==> src/rtl/reset_pkg.sv <==
// Shared state type and default constants for the reset sequencer.
package reset_pkg;

    // state      | meaning
    // ST_ASSERT  | system and hold resets asserted while any source is qualified
    // ST_HOLD    | system reset released, hold counter running
    // ST_VECTOR  | reset vector driven on the bus until the fetch is acknowledged
    // ST_RUN     | normal operation
    typedef enum logic [1:0] {
        ST_ASSERT = 2'd0,
        ST_HOLD   = 2'd1,
        ST_VECTOR = 2'd2,
        ST_RUN    = 2'd3
    } rst_state_e;

    localparam int          DEF_HOLD_CYCLES = 16;
    localparam int          DEF_DEB_CYCLES  = 4;
    localparam logic [15:0] DEF_VECTOR      = 16'hFFF0;
    localparam int          DEF_WD_CYCLES   = 4096;

endpackage

==> src/rtl/reset_debounce.sv <==
// One reset request source: 2-FF synchroniser, then a consecutive-high qualifier.
// BYPASS=1 qualifies directly from the synchroniser output (power-fail source).
module reset_debounce
    import reset_pkg::*;
#(
    parameter int DEB_CYCLES = DEF_DEB_CYCLES,
    parameter bit BYPASS     = 1'b0
) (
    input  logic clk1,
    input  logic reset,
    input  logic req_in,
    output logic qual
);

    localparam int            CW       = 8;
    localparam logic [CW-1:0] DEB_LAST = CW'(DEB_CYCLES - 1);

    logic          sync1_q;
    logic          sync2_q;
    logic [CW-1:0] deb_cnt_q;
    logic [CW-1:0] deb_cnt_d;

    // Counts previous consecutive high cycles; saturates so a held request stays qualified.
    always_comb begin
        deb_cnt_d = '0;
        if (sync2_q) begin
            deb_cnt_d = (deb_cnt_q == DEB_LAST) ? deb_cnt_q : deb_cnt_q + 8'd1;
        end
    end

    always_ff @(posedge clk1) begin
        if (reset) begin
            sync1_q   <= 1'b0;
            sync2_q   <= 1'b0;
            deb_cnt_q <= '0;
        end else begin
            sync1_q   <= req_in;
            sync2_q   <= sync1_q;
            deb_cnt_q <= deb_cnt_d;
        end
    end

    assign qual = BYPASS ? sync2_q : (sync2_q && (deb_cnt_q == DEB_LAST));

endmodule

==> src/rtl/reset_sequencer.sv <==
// Reset sequencer: qualifies reset requests and steps ASSERT -> HOLD -> VECTOR -> RUN.
// Define RESET_WATCHDOG_EN to add a RUN-state watchdog that forces a one-cycle ASSERT.
module reset_sequencer
    import reset_pkg::*;
#(
    parameter int          N_SRC       = 2,
    parameter int          HOLD_CYCLES = DEF_HOLD_CYCLES,
    parameter int          DEB_CYCLES  = DEF_DEB_CYCLES,
    parameter logic [15:0] VECTOR      = DEF_VECTOR,
    parameter int          WD_CYCLES   = DEF_WD_CYCLES
) (
    input  logic             clk1,
    input  logic             reset,
    input  logic [N_SRC-1:0] src_req,
    input  logic             go_fetch,
    input  logic             wd_kick,
    input  logic             cause_clr,
    output logic             nreset_out,
    output logic             nrsthold,
    output logic             ir_rst,
    output logic [15:0]      ibus_out,
    output logic             ibus_oe,
    output logic [N_SRC:0]   rst_cause
);

    localparam int            HW        = $clog2(HOLD_CYCLES);
    localparam logic [HW-1:0] HOLD_LAST = HW'(HOLD_CYCLES - 1);

    logic [N_SRC-1:0] src_qual;
    logic             wd_fire;
    logic             force_rst;
    logic [N_SRC:0]   cause_set;

    rst_state_e       state_q, state_d;
    logic [HW-1:0]    hold_cnt_q, hold_cnt_d;
    logic [N_SRC:0]   cause_q, cause_d;
    logic             nreset_out_q, nreset_out_d;
    logic             nrsthold_q, nrsthold_d;
    logic             ir_rst_q, ir_rst_d;
    logic             ibus_oe_q, ibus_oe_d;

    for (genvar i = 0; i < N_SRC; i++) begin : g_src
        reset_debounce #(
            .DEB_CYCLES(DEB_CYCLES),
            .BYPASS    (i == 0)
        ) u_deb (
            .clk1  (clk1),
            .reset (reset),
            .req_in(src_req[i]),
            .qual  (src_qual[i])
        );
    end

`ifdef RESET_WATCHDOG_EN
    localparam int            WW      = (WD_CYCLES > 1) ? $clog2(WD_CYCLES) : 1;
    localparam logic [WW-1:0] WD_LAST = WW'(WD_CYCLES - 1);

    logic [WW-1:0] wd_cnt_q, wd_cnt_d;

    // Counter is held at zero outside RUN, so every RUN entry starts a fresh timeout.
    always_comb begin
        wd_cnt_d = '0;
        wd_fire  = 1'b0;
        if (state_q == ST_RUN && !wd_kick) begin
            if (wd_cnt_q == WD_LAST) wd_fire = 1'b1;
            else                     wd_cnt_d = wd_cnt_q + 1'b1;
        end
    end

    always_ff @(posedge clk1) begin
        if (reset) wd_cnt_q <= '0;
        else       wd_cnt_q <= wd_cnt_d;
    end
`else
    logic [31:0] unused_wd;
    assign unused_wd = {WD_CYCLES[30:0], wd_kick};
    assign wd_fire   = 1'b0;
`endif

    always_comb begin
        force_rst  = (|src_qual) | wd_fire;
        cause_set  = {wd_fire, src_qual};
        state_d    = state_q;
        hold_cnt_d = '0;
        if (force_rst) begin
            state_d = ST_ASSERT;
        end else begin
            case (state_q)
                ST_ASSERT: state_d = ST_HOLD;
                ST_HOLD: begin
                    if (hold_cnt_q == HOLD_LAST) state_d = ST_VECTOR;
                    else                         hold_cnt_d = hold_cnt_q + 1'b1;
                end
                ST_VECTOR: if (go_fetch) state_d = ST_RUN;
                ST_RUN:    state_d = ST_RUN;
                default:   state_d = ST_ASSERT;
            endcase
        end

        // A new cause in the same cycle as the clear is kept.
        cause_d = ((state_q == ST_RUN && cause_clr) ? '0 : cause_q) | cause_set;

        nreset_out_d = (state_d != ST_ASSERT);
        nrsthold_d   = (state_d == ST_RUN);
        ir_rst_d     = (state_d != ST_RUN);
        ibus_oe_d    = (state_d == ST_VECTOR);
    end

    always_ff @(posedge clk1) begin
        if (reset) begin
            state_q      <= ST_ASSERT;
            hold_cnt_q   <= '0;
            cause_q      <= (N_SRC + 1)'(1);
            nreset_out_q <= 1'b0;
            nrsthold_q   <= 1'b0;
            ir_rst_q     <= 1'b1;
            ibus_oe_q    <= 1'b0;
        end else begin
            state_q      <= state_d;
            hold_cnt_q   <= hold_cnt_d;
            cause_q      <= cause_d;
            nreset_out_q <= nreset_out_d;
            nrsthold_q   <= nrsthold_d;
            ir_rst_q     <= ir_rst_d;
            ibus_oe_q    <= ibus_oe_d;
        end
    end

    // The instruction register leaves reset as soon as the fetch is acknowledged.
    assign ir_rst     = ir_rst_q & ~(ibus_oe_q & go_fetch);
    assign nreset_out = nreset_out_q;
    assign nrsthold   = nrsthold_q;
    assign ibus_oe    = ibus_oe_q;
    assign ibus_out   = ibus_oe_q ? VECTOR : 16'h0000;
    assign rst_cause  = cause_q;

endmodule

==> config.mk <==
export PLATFORM = sky130hd
export DESIGN_NAME = reset_sequencer
export DESIGN_NICKNAME = d
export VERILOG_FILES = /design/src/rtl/reset_pkg.sv /design/src/rtl/reset_debounce.sv /design/src/rtl/reset_sequencer.sv
export SDC_FILE = /design/constraint.sdc
export NUM_CORES = 1
export LEC_CHECK = 0
export ABC_AREA = 0
export BUFFER_PORTS_ARGS = -buffer_cell sky130_fd_sc_hd__buf_2
export CORE_ASPECT_RATIO = 1.75
export CORE_UTILIZATION = 44
export DETAILED_ROUTE_END_ITERATION = 16
export GPL_TIMING_DRIVEN = 0
export HOLD_SLACK_MARGIN = 0.03
export PLACE_DENSITY = 0.72
export RECOVER_POWER = 25
export SLEW_MARGIN = 25
export SYNTH_ARGS = -nofsm -noshare
export SYNTH_HDL_FRONTEND = slang
export SYNTH_HIERARCHICAL = 1
export SYNTH_SLANG_ARGS = --single-unit
==> constraint.sdc <==
create_clock -name clk1 -period 1.6 [get_ports clk1]
set_clock_uncertainty 0.05 [all_clocks]
set_input_delay 0.32 -clock clk1 [delete_from_list [all_inputs] [get_ports clk1]]
set_output_delay 0.32 -clock clk1 [all_outputs]
set_load 0.03 [all_outputs]
* Yosys cells after proc, flatten, opt, wreduce, memory -nomap -nowiden *
Cells that the tools add are included.

operators by class
  bitwise gates (word level) = 6
  add/sub/neg operators = 2
  shifts and indexed selects = 0
  magnitude comparators = 0
  equal/unequal tests = 8
  reductions and logical operators = 7
  divide/modulo/power cells = 0
  $mul = 0
  mux-type cells = 6

operators with widths
  operator                                       number
  2-to-1 mux 16 bit                              1
  adder 8 x 1 -> 8 bit, second input constant    1
  == test 2 bit, second input constant           4
  == test 8 x 2 -> 1 bit, second input constant  1
  one-hot mux 2 bit (4 select lines)             1
  2-to-1 mux 2 bit                               3
  OR reduction 5 bit                             1
  adder 4 x 1 -> 4 bit, second input constant    1
  == test 4 bit, second input constant           1
  OR reduction 2 bit                             2
  2-to-1 mux 3 bit                               1
  NOT 1 bit                                      3
  OR 3 x 2 -> 3 bit                              1
  AND 1 bit                                      2
  == test 2 x 1 -> 1 bit, second input constant  1
  logical AND 1 bit                              2
  logical NOT 2 bit                              1
  inequality test 2 bit, second input constant   1
  nonzero test 2 bit                             1

word-level totals
  bits of input ports = 7
  memory bits (read-only) = 0
  output and inout port bits = 23
  bits in writable memories = 0
  memories = 0
  bits in latches = 0
  register bits = 25

* Logic depth before layout (Yosys ltp) *
Gate-level depths: netlist (run 1).

  depth after elaboration = 5
  mapped depth = 7
  gate-level depth less buffers = 7

* Modules after synthesis *
The synthesis (run 1) kept the hierarchy.

modules (own cells, without submodules)
  module                            area each (µm²)  times used  seq. area each (µm²)  cells each
  reset_sequencer                   555.5            1           240.2                 57
  reset_debounce at g_src[1].u_deb  421.7            1           200.2                 48
  reset_debounce at g_src[0].u_deb  52.6             1           40.0                  4

* Worst setup path before layout (run 1) *
No wires, ideal clock.

  path kind = reg-to-reg
  from = register g_src[1].u_deb.deb_cnt_q[0]
  to = register hold_cnt_q[0]
  cell stages (with the launch flop) = 8
  slack = -0.137 ns
  arrival time = 1.556 ns
  cells stage by stage = dfxtp_1 -> ha_1 -> or3b_1 -> nor3_1 -> or3_4 -> clkinv_2 -> nand3_4 -> a311oi_1

between the ends
  longest elaborated chain between the ends = 3

RTL lines
  element                              line                    text
  start: declaration                   reset_debounce.sv:20    logic [CW-1:0] deb_cnt_q;
  start signal: assignment             reset_debounce.sv:39    deb_cnt_q <= deb_cnt_d;
  == test 8 x 2 -> 1 bit               reset_debounce.sv:43    assign qual = BYPASS ? sync2_q : (sync2_q && (deb_cnt_q == DEB_LAST));
  logical AND 1 bit                    reset_debounce.sv:43
  via cause_set[1]                     reset_sequencer.sv:32   logic [N_SRC:0] cause_set;
  OR reduction 5 bit (no source line)  n/a
  end signal: assignment               reset_sequencer.sv:120  hold_cnt_q <= hold_cnt_d;
  end: declaration                     reset_sequencer.sv:35   logic [HW-1:0] hold_cnt_q, hold_cnt_d;

The timed path passes the listed nets, and every way through them passes these cells.
A chain may end at the register's enable or synchronous reset.

* Worst setup path after layout (run 1) *
  from = register g_src[1].u_deb.deb_cnt_q[1]
  to = register hold_cnt_q[3]

The elaborated chain is that of the path after synthesis.

==> results.md, run 1 <==
* Antenna violations before repair at 0
* Vias in the first global route at 810
* Worst Path Max Fanout at 4
* Setup WS post-layout at -0.07466 ns
* Synth Cell Area at 1030 um2
* DRT Wirelength at 1897 um
* Final non-filler cell total at 173
* Iteration count of the initial detailed-routing pass at 4
* ANT nets after route at 0
* Hold Slack at about 0.16 ns
* Setup crit end kind: flop
* Post-Place Cell Area at 1230 um2
* Yosys Warn Count at 6
* Total congestion overflow at 0
* Core Rows at 22
* Final net count at 159
* H-tree depth at 1
* Port bufs at 23
* Pin count of the biggest net entering global routing at 15
* Routability cong. at 0.7642
* Min cycle time layout at 1.675 ns
* Hold buffers post-CTS at 0
* Max-Cap Viols at 0
* CTS Buf Count at 3
* Die H at around 66 um
* Main synth FF type: dfxtp_1
* CTS sink cnt at 24
* Die Wd at about 39 um
* Period utilization at 104.7%
* WP data arrival at 1.85 ns
* Max Fclk at between 500 and 600 MHz
* Clock Tree Buf Depth at 2
* CP Launch Type: flop
* Sequential share of the synthesized area at around 47%
* Setup tns final at -0.2867 ns
* DR WL/cell at 10.97 um
* Most common cell after layout, fill and taps aside: buf_4
* Register bit total from synthesis at 24
* Worst hold path type: input port to flop
* RSZ-0062 raised after global routing: true
* Initial DRC Count at 18
* Syn Area/Cell at ~9.4 um2
* Vias per cell at 4.890
* DRC Markers at 0
* Clock transition at path regs at about 0.13 ns
* Kind of critical path: flop to flop
* Finished Cell Area at 1394 um2
* Leakage power at ~0.6 nW
* Worst-Skew Late Latency at 0.31 ns
* Netlist cell types at 32
* Pre-CTS setup slack at -0.1265 ns
* Pwr dens at 715.2 nW/um2
* Worst vdd ir at 0.0006707 V
* Violated checks: negative setup slack
* First-pass GRT wire length at 3291 um
* Slew Viols, Final at 0
* Cells after synthesis at about 110
* CTS tree: built
* Endpoints failing hold at 0
* CP required at between 1.5 and 2 ns
* Core Area at approximately 2100 um2
* Post-synth EDFFs at 0
* Antenna cells at 0
* Most frequent cells in the layout: 27 x buf_4, 23 x buf_2, 18 x dfxtp_1
* Die Area at 2545 um2
* Placed cells at between 150 and 200
* DPL Wire Length at 1294 um
* Root Driver: clkbuf_4
* Total global-route track usage at 17.91%
* Layout cells sized above 1 at 50.34%
* Initial Utilization at 47.96%
* Setup violators final at 7
* Top Ports at 30
* Area grow syn2layout at 35.36%
* Outcome: complete, but fails checks
* Vias post-DR at between 800 and 900
* Ys async rst share at 0%
power by group:
group          switching, mW  internal, mW  total (mW)
Clock                  0.170         0.139       0.309
Sequential           0.00804         0.606       0.614
Combinational         0.0416        0.0323      0.0739
Total                  0.220         0.777       0.997
metal layers:
metal | share of wire, % | vias to the layer above | track usage [%]
met2 | 56 | 12 | 31.25
met3 | 2.1 | 4 | 2.020
met1 | 40 | 397 | 20.09
li1 | - | 433 | -
met5 | 0 | - | 0
met4 | 2.1 | 0 | 9.052
area by class of cell:
class                           instances  area [um2]
Multi-Input combinational cell         64       485.5
Clock buffer                            4       36.28
Timing Repair Buffer                   33       190.2
Fill cell                             191       753.2
Buffer                                 17       127.6
Sequential cell                        24       493.0
Inverter                                7       31.28
Tap cell                               24       30.03
registers in the layout, indices dropped and copies added, names as in the netlist:
signal                 count
g_src.u_deb/deb_cnt_q      8
g_src.u_deb/sync1_q        2
g_src.u_deb/qual           1
nrsthold                   1
ibus_oe                    1
rst_cause                  2
g_src.u_deb/sync2_q        1
ir_rst_q                   1
hold_cnt_q                 4
nreset_out                 1
state_q                    2
worst max-delay path, stage by stage (launching register included):
cell,delay [ns]
dfxtp_4,0.38
ha_4,0.15
or3b_4,0.24
nor3_4,0.04
or3_4,0.39
clkinv_4,0.07
nand3_4,0.09
a311oi_2,0.19
synth_stat cells, drive strengths merged, types with 2 or more instances:
library cell | instances | share of area, %
xor2 | 2 | 1.7
xnor2 | 2 | 1.7
a21oi | 6 | 2.9
buf | 18 | 13
or3 | 5 | 3.5
nor2 | 7 | 2.6
nor3 | 3 | 1.5
inv | 6 | 2.2
dfxtp | 24 | 47
o21ai | 6 | 2.9
ha | 2 | 2.4
nand3 | 5 | 3.6
nand4 | 2 | 1.2
a311oi | 3 | 2.6
nor2b | 4 | 2.4
or3b | 2 | 1.7
cell families after synthesis:
group           count (synthesis)  synth area share (%)
buf+inv                        25                 15.55
other cells                     1                0.3642
fa+ha+maj                       2                 2.430
xor+xnor                        4                 3.403
simple gates                   32                 18.83
compound gates                 21                 12.76
flops                          24                 46.66
stage by stage:
stage                     power (mW)  util, %
after global routing           1.043    64.92
after floorplan               0.6781        -
after CTS                      1.005    62.88
final                         0.9969    64.92
after global placement        0.6920    57.28
after detailed placement      0.6937    57.28
path summary, 6_finish.rpt:
path	startpoint	endpoint	slack, ns	depth (start not counted)
setup / recovery	g_src[1].u_deb/deb_cnt_q[1]$_SDFFE_PP0P_	hold_cnt_q[3]$_SDFF_PP0_	-0.07	7
hold / removal	src_req[0]	g_src[0].u_deb/sync1_q$_SDFF_PP0_	0.16	2
setup reg to reg	g_src[1].u_deb/deb_cnt_q[1]$_SDFFE_PP0P_	hold_cnt_q[3]$_SDFF_PP0_	-0.07	7
hold reg to reg	g_src[0].u_deb/sync1_q$_SDFF_PP0_	g_src[0].u_deb/qual$_SDFF_PP0_	0.41	1
timing repair:
item,4_1_cts,5_1_grt
resized for setup,9,7
pin swaps,6,2
setup endpoints to repair,24,18
setup buffers,9,1
(Power assumes the default switching activity.)
==> inputs of run 2 (changes only) <==
--- a/config.mk
+++ b/config.mk
@@ -12,7 +12,7 @@
 export DETAILED_ROUTE_END_ITERATION = 16
 export GPL_TIMING_DRIVEN = 0
 export HOLD_SLACK_MARGIN = 0.03
-export PLACE_DENSITY = 0.72
+export PLACE_DENSITY = 0.73
 export RECOVER_POWER = 25
 export SLEW_MARGIN = 25
 export SYNTH_ARGS = -nofsm -noshare
==> results.md, run 2 (synthesis gave the netlist of run 1 again) <==
* Pin count of the biggest net entering global routing at 15 (unchanged)
* Top Registers: g_src.u_deb/deb_cnt_q x8, hold_cnt_q x4
* DR WL met3 at 86 um (+110%)
* Port bufs at 23 (unchanged)
* Worst path bufs/invs at 1 (unchanged)
* Antenna violations before repair at 0 (unchanged)
* Placed cells at 160 (unchanged)
* Top delay family on crit path: simple AND/OR/NAND/NOR gates
* Max-Cap Viols at 0 (unchanged)
* H-tree depth at 1 (unchanged)
* Core Area at 2147 um2 (unchanged)
* Worst Path Max Fanout at 5 (+1)
* Vias post-DR at 844 (-0.24%)
* Finished Cell Area at 1401 um2 (+0.54%)
* Endpoints failing hold at 0 (unchanged)
* Worst vdd ir at 0.0007127 V (+6.3%)
* Top reg by flops: g_src.u_deb/deb_cnt_q
* Slowest cell on crit path: or4_4
* Total global-route track usage at 17.25% (-0.66 points)
* Max reg flops at 8 (unchanged)
* Die Area at 2545 um2 (unchanged)
* CTS tree: built
* Total congestion overflow at 0 (unchanged)
* Iteration count of the initial detailed-routing pass at 4 (unchanged)
* CTS Buf Count at 3 (unchanged)
* Wire length on met1 at 673 um (-11%)
* Period utilization at 103.4% (-1.2 points)
* Setup WS post-layout at -0.05505 ns (+0.01961 ns)
* DRC Markers at 0 (unchanged)
* Hold Slack at 0.1704 ns (+0.01417 ns)
* Vias in the first global route at 771 (-4.8%)
* Vias per cell at 4.879 (-0.24%)
* Initial Utilization at 47.96% (unchanged)
* DRT Wirelength at 1884 um (-0.69%)
* Outcome: complete, but fails checks
* Violated checks: negative setup slack
* Root Driver: clkbuf_4
* DPL Wire Length at 1374 um (+6.2%)
* CTS sink cnt at 24 (unchanged)
* Die Wd at 38.57 um (unchanged)
* Core Rows at 22 (unchanged)
* Die H at 66.00 um (unchanged)
* Slew Viols, Final at 0 (unchanged)
* Highest metal used: met4
* Routed wl met2 at 1068 um (+0.95%)
* Worst-Skew Late Latency at 0.31 ns (about the same)
* RSZ-0062 raised after global routing: true
* Leakage power at 0.6118 nW (-0.67%)
* Layout cells sized above 1 at 47.65% (-2.7 points)
* CP cell instances: or4_4 > nor3_4 > or3_4 > clkinv_4 > nand3_4 > a311oi_2
* DR WL/cell at 10.89 um (-0.69%)
* Final non-filler cell total at 173 (unchanged)
* Setup crit end kind: flop
* Setup violators final at 9 (+2)
* Area grow syn2layout at 36.09%
* Top Ports at 30 (unchanged)
* Most frequent cells in the layout: 27 x buf_4, 20 x buf_2, 18 x dfxtp_1
* Hold buffers post-CTS at 0 (unchanged)
* Min cycle time layout at 1.655 ns (-0.01961 ns)
* Kind of critical path: flop to flop
* Worst hold path type: input port to flop
* Pwr dens at 795.0 nW/um2 (+11%)
* Final net count at 159 (unchanged)
* Most common cell after layout, fill and taps aside: buf_4
* ANT nets after route at 0 (unchanged)
* Worst path max stage delay at 0.59 ns (+0.20 ns)
* WP data arrival at 1.81 ns (-0.04 ns)
* Max Fclk at 604.2 MHz (+1.2%)
* Initial DRC Count at 17 (-1)
* Clock transition at path regs at 0.13 ns (about the same)
* Routability cong. at 0.7728 (+1.1%)
* Antenna cells at 0 (unchanged)
* CP required at 1.75 ns (-0.03 ns)
* First-pass GRT wire length at 3056 um (-7.1%)
* Clock Tree Buf Depth at 2 (unchanged)
* CP Launch Type: flop
* Post-Place Cell Area at 1230 um2 (unchanged)
## run 2: cell types whose count changed in the layout (fill, tap and decap cells not counted)
cell | before | now
or3_4 | 1 | 2
nor3_2 | 2 | 0
clkbuf_1 | 0 | 3
clkbuf_8 | 1 | 0
bufinv_16 | 0 | 1
nor3_1 | 0 | 2
buf_2 | 23 | 20
or3_1 | 4 | 3
## run 2: worst reg2reg max path, stage by stage, from the launching register on
cell	delay, ns
dfxtp_2	0.34
or4_4	0.59
nor3_4	0.20
or3_4	0.17
clkinv_4	0.05
nand3_4	0.10
a311oi_2	0.05
## run 2: report_power, final
group	leakage [nW]	internal, mW	total [mW]	switching [mW]
clock network	0.0279	0.253	0.429	0.176
registers	0.199	0.606	0.614	0.00830
logic	0.385	0.0298	0.0708	0.0410
## run 2: layout make-up
type,instances,area [um2]
fillers,196,745.7
flip-flops and latches,24,493.0
multi-input cells,64,480.5
repair buffers,33,186.4
plain buffers,17,127.6
inverters,7,31.28
clock inverters,1,30.03
well taps,24,30.03
clock buffers,3,22.52
## run 2: layer usage
layer  up-vias  GRT usage [%]
li1        433              -
met3         7          3.030
met4         0          10.34
met5         -              0
met1       376          16.23
met2        28          31.67
## run 2: timing repair
item,in CTS,in global routing
buffers inserted,9,1
gates resized for setup,7,8
setup endpoints to repair,24,18
pin swaps,4,2
## run 2: final timing paths
path                                            startpoint                                end  slack (ns)  cells past startpoint
setup / recovery  g_src[1].u_deb/deb_cnt_q[7]$_SDFFE_PP0P_           hold_cnt_q[3]$_SDFF_PP0_       -0.06                      6
hold reg to reg          g_src[0].u_deb/sync1_q$_SDFF_PP0_     g_src[0].u_deb/qual$_SDFF_PP0_        0.41                      1
hold / removal                                  src_req[1]  g_src[1].u_deb/sync1_q$_SDFF_PP0_        0.17                      2
setup reg to reg  g_src[1].u_deb/deb_cnt_q[7]$_SDFFE_PP0P_           hold_cnt_q[3]$_SDFF_PP0_       -0.06                      6
## run 2: stage by stage
| step | setup slack, ns | utilization (%) | setup TNS (ns) | power (mW) |
|---|---|---|---|---|
| 2_1_floorplan | -0.0007534 | - | -0.002256 | 0.6781 |
| 3_3_place_gp | -0.09663 | 57.28 | -0.6192 | 0.6919 |
| 3_5_place_dp | -0.1308 | 57.28 | -0.8629 | 0.6938 |
| 4_1_cts | -0.1303 | 63.81 | -0.7555 | 1.119 |
| 5_1_grt | -0.1187 | 65.27 | -0.7413 | 1.161 |
| 6_report | -0.05505 | 65.27 | -0.2426 | 1.114 |
